**src/rtl/mult_div_unit.sv**
```systemverilog
// Iterative MIPS-style HI/LO multiply/divide unit: shift-add multiply and restoring divide,
// one bit per cycle on operand magnitudes, with sign correction in a final FIX cycle.
module mult_div_unit #(
  parameter int unsigned WIDTH = 32
) (
  input  logic             clock,
  input  logic             reset,
  input  logic             w_start,
  input  logic [5:0]       w_op_code_6,
  input  logic [WIDTH-1:0] w_input1_x,
  input  logic [WIDTH-1:0] w_input2_x,
  output logic             w_busy,
  output logic             w_done,
  output logic             w_div_by_zero,
  output logic [WIDTH-1:0] w_hi_x,
  output logic [WIDTH-1:0] w_lo_x
);

  localparam int unsigned CW = (WIDTH > 1) ? $clog2(WIDTH) : 1;

  localparam logic [5:0] OpMult  = 6'h18;
  localparam logic [5:0] OpMultu = 6'h19;
  localparam logic [5:0] OpDiv   = 6'h1A;
  localparam logic [5:0] OpDivu  = 6'h1B;

  typedef enum logic [1:0] {StIdle, StRun, StFix} state_e;

  state_e           r_state, w_state_next;
  logic             r_is_div, r_neg_a, r_neg_b;
  logic [WIDTH-1:0] r_b, r_acc_hi, r_acc_lo, r_hi, r_lo;
  logic [CW-1:0]    r_cnt;
  logic             r_done, r_dbz;

  logic             w_valid_op, w_signed, w_a_neg, w_b_neg, w_accept;
  logic [WIDTH-1:0] w_a_mag, w_b_mag;
  logic [WIDTH:0]   w_mul_sum, w_div_shift, w_div_diff;
  logic             w_div_ok;
  logic [2*WIDTH-1:0] w_prod, w_prod_fix;
  logic [WIDTH-1:0] w_quo_fix, w_rem_fix;

  assign w_valid_op = (w_op_code_6 == OpMult) || (w_op_code_6 == OpMultu) ||
                      (w_op_code_6 == OpDiv)  || (w_op_code_6 == OpDivu);
  assign w_signed   = ~w_op_code_6[0];
  assign w_a_neg    = w_signed & w_input1_x[WIDTH-1];
  assign w_b_neg    = w_signed & w_input2_x[WIDTH-1];
  assign w_a_mag    = w_a_neg ? -w_input1_x : w_input1_x;
  assign w_b_mag    = w_b_neg ? -w_input2_x : w_input2_x;
  assign w_accept   = (r_state == StIdle) && w_start && w_valid_op;

  // Multiply: add multiplicand into the high half when the low bit is set, then shift right.
  assign w_mul_sum  = {1'b0, r_acc_hi} + (r_acc_lo[0] ? {1'b0, r_b} : {(WIDTH+1){1'b0}});
  // Divide: shift {rem, quo} left and keep the trial subtraction when it stays non-negative.
  assign w_div_shift = {r_acc_hi, r_acc_lo[WIDTH-1]};
  assign w_div_diff  = w_div_shift - {1'b0, r_b};
  assign w_div_ok    = ~w_div_diff[WIDTH];

  assign w_prod     = {r_acc_hi, r_acc_lo};
  assign w_prod_fix = (r_neg_a ^ r_neg_b) ? -w_prod : w_prod;
  assign w_quo_fix  = (r_neg_a ^ r_neg_b) ? -r_acc_lo : r_acc_lo;
  assign w_rem_fix  = r_neg_a ? -r_acc_hi : r_acc_hi;

  always_comb begin
    w_state_next = r_state;
    unique case (r_state)
      StIdle:  if (w_accept) w_state_next = StRun;
      StRun:   if (r_cnt == '0) w_state_next = StFix;
      StFix:   w_state_next = StIdle;
      default: w_state_next = StIdle;
    endcase
  end

  always_ff @(posedge clock or negedge reset) begin
    if (!reset) begin
      r_state <= StIdle;
    end else begin
      r_state <= w_state_next;
    end
  end

  always_ff @(posedge clock or negedge reset) begin
    if (!reset) begin
      r_is_div <= 1'b0;
      r_neg_a  <= 1'b0;
      r_neg_b  <= 1'b0;
      r_b      <= '0;
      r_acc_hi <= '0;
      r_acc_lo <= '0;
      r_cnt    <= '0;
      r_hi     <= '0;
      r_lo     <= '0;
      r_done   <= 1'b0;
      r_dbz    <= 1'b0;
    end else begin
      r_done <= (r_state == StFix);
      r_dbz  <= (r_state == StFix) && r_is_div && (r_b == '0);
      if (w_accept) begin
        r_is_div <= w_op_code_6[1];
        r_neg_a  <= w_a_neg;
        r_neg_b  <= w_b_neg;
        r_b      <= w_b_mag;
        r_acc_hi <= '0;
        r_acc_lo <= w_a_mag;
        r_cnt    <= CW'(WIDTH - 1);
      end else if (r_state == StRun) begin
        r_cnt <= r_cnt - CW'(1);
        if (r_is_div) begin
          r_acc_hi <= w_div_ok ? w_div_diff[WIDTH-1:0] : w_div_shift[WIDTH-1:0];
          r_acc_lo <= {r_acc_lo[WIDTH-2:0], w_div_ok};
        end else begin
          r_acc_hi <= w_mul_sum[WIDTH:1];
          r_acc_lo <= {w_mul_sum[0], r_acc_lo[WIDTH-1:1]};
        end
      end else if (r_state == StFix) begin
        if (r_is_div) begin
          // With a zero divisor the remainder path has shifted the whole dividend into HI.
          r_hi <= w_rem_fix;
          r_lo <= (r_b == '0) ? {WIDTH{1'b1}} : w_quo_fix;
        end else begin
          r_hi <= w_prod_fix[2*WIDTH-1:WIDTH];
          r_lo <= w_prod_fix[WIDTH-1:0];
        end
      end
    end
  end

  assign w_busy        = (r_state != StIdle);
  assign w_done        = r_done;
  assign w_div_by_zero = r_dbz;
  assign w_hi_x        = r_hi;
  assign w_lo_x        = r_lo;

endmodule

```
**config.mk**
```make
export PLATFORM = sky130hd
export DESIGN_NAME = mult_div_unit
export DESIGN_NICKNAME = d
export VERILOG_FILES = /design/src/rtl/mult_div_unit.sv
export SDC_FILE = /design/constraint.sdc
export NUM_CORES = 1
export LEC_CHECK = 0
export BUFFER_PORTS_ARGS = -buffer_cell sky130_fd_sc_hd__buf_4
export CELL_PAD_IN_SITES_DETAIL_PLACEMENT = 2
export CELL_PAD_IN_SITES_GLOBAL_PLACEMENT = 2
export CORE_UTILIZATION = 39
export CTS_CLUSTER_DIAMETER = 150
export CTS_CLUSTER_SIZE = 30
export DETAILED_ROUTE_END_ITERATION = 10
export HOLD_SLACK_MARGIN = 0.02
export PLACE_DENSITY_LB_ADDON = 0.1
export SYNTH_ARGS = -nofsm -noshare
export SYNTH_HDL_FRONTEND = slang
export SYNTH_SLANG_ARGS = --single-unit
```
**constraint.sdc**
```tcl
create_clock -name clock -period 5.35 [get_ports clock]
set_clock_uncertainty 0.1 [all_clocks]
set_input_delay 0.2675 -clock clock [delete_from_list [all_inputs] [get_ports clock]]
set_output_delay 0.2675 -clock clock [all_outputs]
set_load 0.05 [all_outputs]
```
==> results.toml <==
[synth]
yosys.area.top_type_share_pct = 31.2
synth_cells = 1711
ys_seq_elements = 172
synth.area.top_cells = "dfrtp_1, o21ai_0, ha_1"
synth.cell_area_mm2 = 0.0138
synthesis.nets = 1856
yosys.cell_types.count = 71
synthArstFlopShare_pct = 100
synth_area_per_cell_um2 = 8.05
synth_seq_area_share_pct = 31.2
synth_flop_cell = "dfrtp_1"
synth_edf_count = 0
yosysWarnings = 0
yosys.area.top_type = "dfrtp_1"

[setup_path]
r2r_end = "r_acc_hi[3]"
rrSetupSlack_ns = 0.88
cp.required_ns = 5.52
cp-end-kind = "register"
reg2reg_depth = 11
worstSetupPathType = "register to register"
crit_arrival_ns = 4.64
startpoint_type = "register"
critPathMaxFanout = 18
rr_startpoint = "r_acc_hi[0]"

[placement]
dp_hpwl_mm = 41.1
gp_congestion = 0.897
post_dp_cell_area_mm2 = 0.0152
io_buffers = 139
post-place-cells = 2227

[clock_network]
clock_sinks = 172
ctsHoldBuffers = 8
clk_latency_ns = 0.46
cts-root-buf = "clkbuf_16"
cts.htree.levels = 4
cts_resized = 0
clkSlewWorstSetupHoldPaths_ns = 0.07
cts_buffers = 17
clockBufferDepth = 2
cts_tree = "done"
cts_setup_buffers = 0

[routing]
viasPerCell = 6.04
antenna_left = 0
avgRoutedWirePerCell_um = 23.5
totalWireLength_mm = 53.3
first_iter_violations = 852
num_vias = 13700
post-route-drc-count = 0
drt_first_pass_iters = 5

[sta]
worstMarginPinSlew_ns = 1.31
finalSetupViolCount = 0
rsz0062_at_grt = "false"
final-hold-violation-count = 0
timing.slew.headroom_pct = 12.1
slew_violations = 0
fin_crit_sh_pct = 83.6
fin_setup_tns_ns = 0
fmax_mhz = 224
post-route-min-period_ns = 4.47

[final_layout]
final_area_mm2 = 0.0159
areaGrowthSynthToFinish_pct = 15.2
drive_gt1_share_pct = 12.0
diodes = 0
nets = 1944
instances_no_fill = 2267
final_cell_mix = "nand2_1, o21ai_0, dfrtp_1"
mostFrequentLayoutCell = "nand2_1"

[job]
cap_viol_max_count = 0

[grt]
grt_pass1_wl_mm = 82.8
grt.overflow.total = 0
antenna_found_initial = 1
grt_max_degree = 122
grt_pass1_vias = 14400
grtUsageTotal_pct = 29.7

[die]
die_y_um = 190
die-area_mm2 = 0.0361
die_w_um = 190
core_area_mm2 = 0.0346
rows = 68
io_pins = 140
start_util_pct = 39.8

[power]
power_leakage_nw = 6.92
ir_worst_vdd_v = 0.000239
total_power_w = 0.00906
pwr_density_cell_mw_per_mm2 = 570

[min_path]
hp-class = "primary input to register"
whs_endpoint = "r_b[29]"
min-delay-start = "w_input2_x[29]"
whs_path_depth = 3

[run_status]
status = "finished, final reports clean"
cell usage after synthesis, types with 4 or more instances:
cell	instances
nand2_1	215
o21ai_0	178
dfrtp_1	172
nor2_1	132
a21oi_1	113
xnor2_1	98
clkbuf_1	88
xor2_1	80
ha_1	70
o211ai_1	70
inv_1	67
mux2i_1	45
nor3_1	34
nor4_1	29
a21o_1	22
nand2b_1	21
o31ai_1	21
a22oi_1	17
nand3_1	17
or3_1	17
o21a_1	14
and3_1	13
a211oi_1	12
a31oi_1	11
o31a_1	11
or2_2	10
nand4_1	9
o41ai_1	9
a221oi_1	8
nor2b_1	8
and2_1	7
buf_1	7
o221ai_1	6
or4_1	6
and4_1	5
o21bai_1	5
o311ai_0	5
a21boi_0	4
a41oi_1	4
nand3b_1	4
nor4b_1	4
cell families after synthesis:
logic type / Yosys count / synth area share [%]
fa+ha+maj: 72 / 6.65
compound gates: 538 / 24.7
simple gates: 541 / 18.3
buf+inv: 164 / 4.53
mux: 46 / 3.35
xor+xnor: 178 / 11.3
flops: 172 / 31.2
sequential cells by signal, summed over array words and instances, names as in the netlist, 2 cells and up:
| name | count |
|---|---|
| r_acc_hi | 32 |
| r_acc_lo | 32 |
| r_state | 2 |
| r_cnt | 5 |
| r_b | 32 |
| w_lo_x | 32 |
| w_hi_x | 32 |
power by group:
part	switching (W)	total, W	internal [W]
Combinational	0.00333	0.00538	0.00205
Sequential	0.000731	0.00240	0.00167
Clock	0.000592	0.00128	0.000685
Total	0.00465	0.00906	0.00440
worst max path at each step:
stage | from | endpoint | slack [ns] | cells past startpoint
floorplan | r_acc_hi[0] | r_acc_hi[18] | 1.87 | 12
global placement | r_acc_hi[0] | r_acc_hi[17] | 1.11 | 11
detailed placement | r_acc_hi[0] | r_acc_hi[10] | 0.99 | 11
CTS | r_acc_hi[0] | r_acc_hi[3] | 0.87 | 11
global route | r_acc_hi[0] | r_acc_hi[3] | 0.67 | 11
finish | r_acc_hi[0] | r_acc_hi[3] | 0.88 | 11
critical path: stages, from the launching register on:
cell and delay [ns]:
dfrtp_1 0.58, inv_1 0.17, fa_1 0.45, nand2b_1 0.21
a21oi_1 0.27, o21ai_0 0.31, a211oi_1 0.29, nor3_1 0.14
xnor2_2 1.02, buf_4 0.38, mux2i_1 0.25, o21ai_0 0.13
through the flow:
step / setup slack [ns] / util, % / hold WS [ns]
6_report: 0.876 / 45.8 / 0.0357
5_1_grt: 0.670 / 45.8 / 0.0492
4_1_cts: 0.870 / 45.8 / 0.0215
3_5_place_dp: 0.993 / 43.9 / 0.237
3_3_place_gp: 1.11 / 43.9 / 0.243
2_1_floorplan: 1.87 / - / -0.128
metal layers:
metal	global-route usage [%]	share of wire [%]	vias to the layer above
li1	-	-	6331
met1	42.3	49	6963
met2	46.7	45	339
met3	4.24	4.7	51
met4	7.63	1.5	0
met5	0	0	-
cell type report:
type	instances	area (um2)
clock buffer	21	470
clock inverter	11	106
fill	3990	18800
inverter	67	251
multi-input combinational	1375	8890
sequential	172	4310
tap	455	569
timing repair buffer	166	1280
Note: power is estimated with default switching activity, not from simulation.
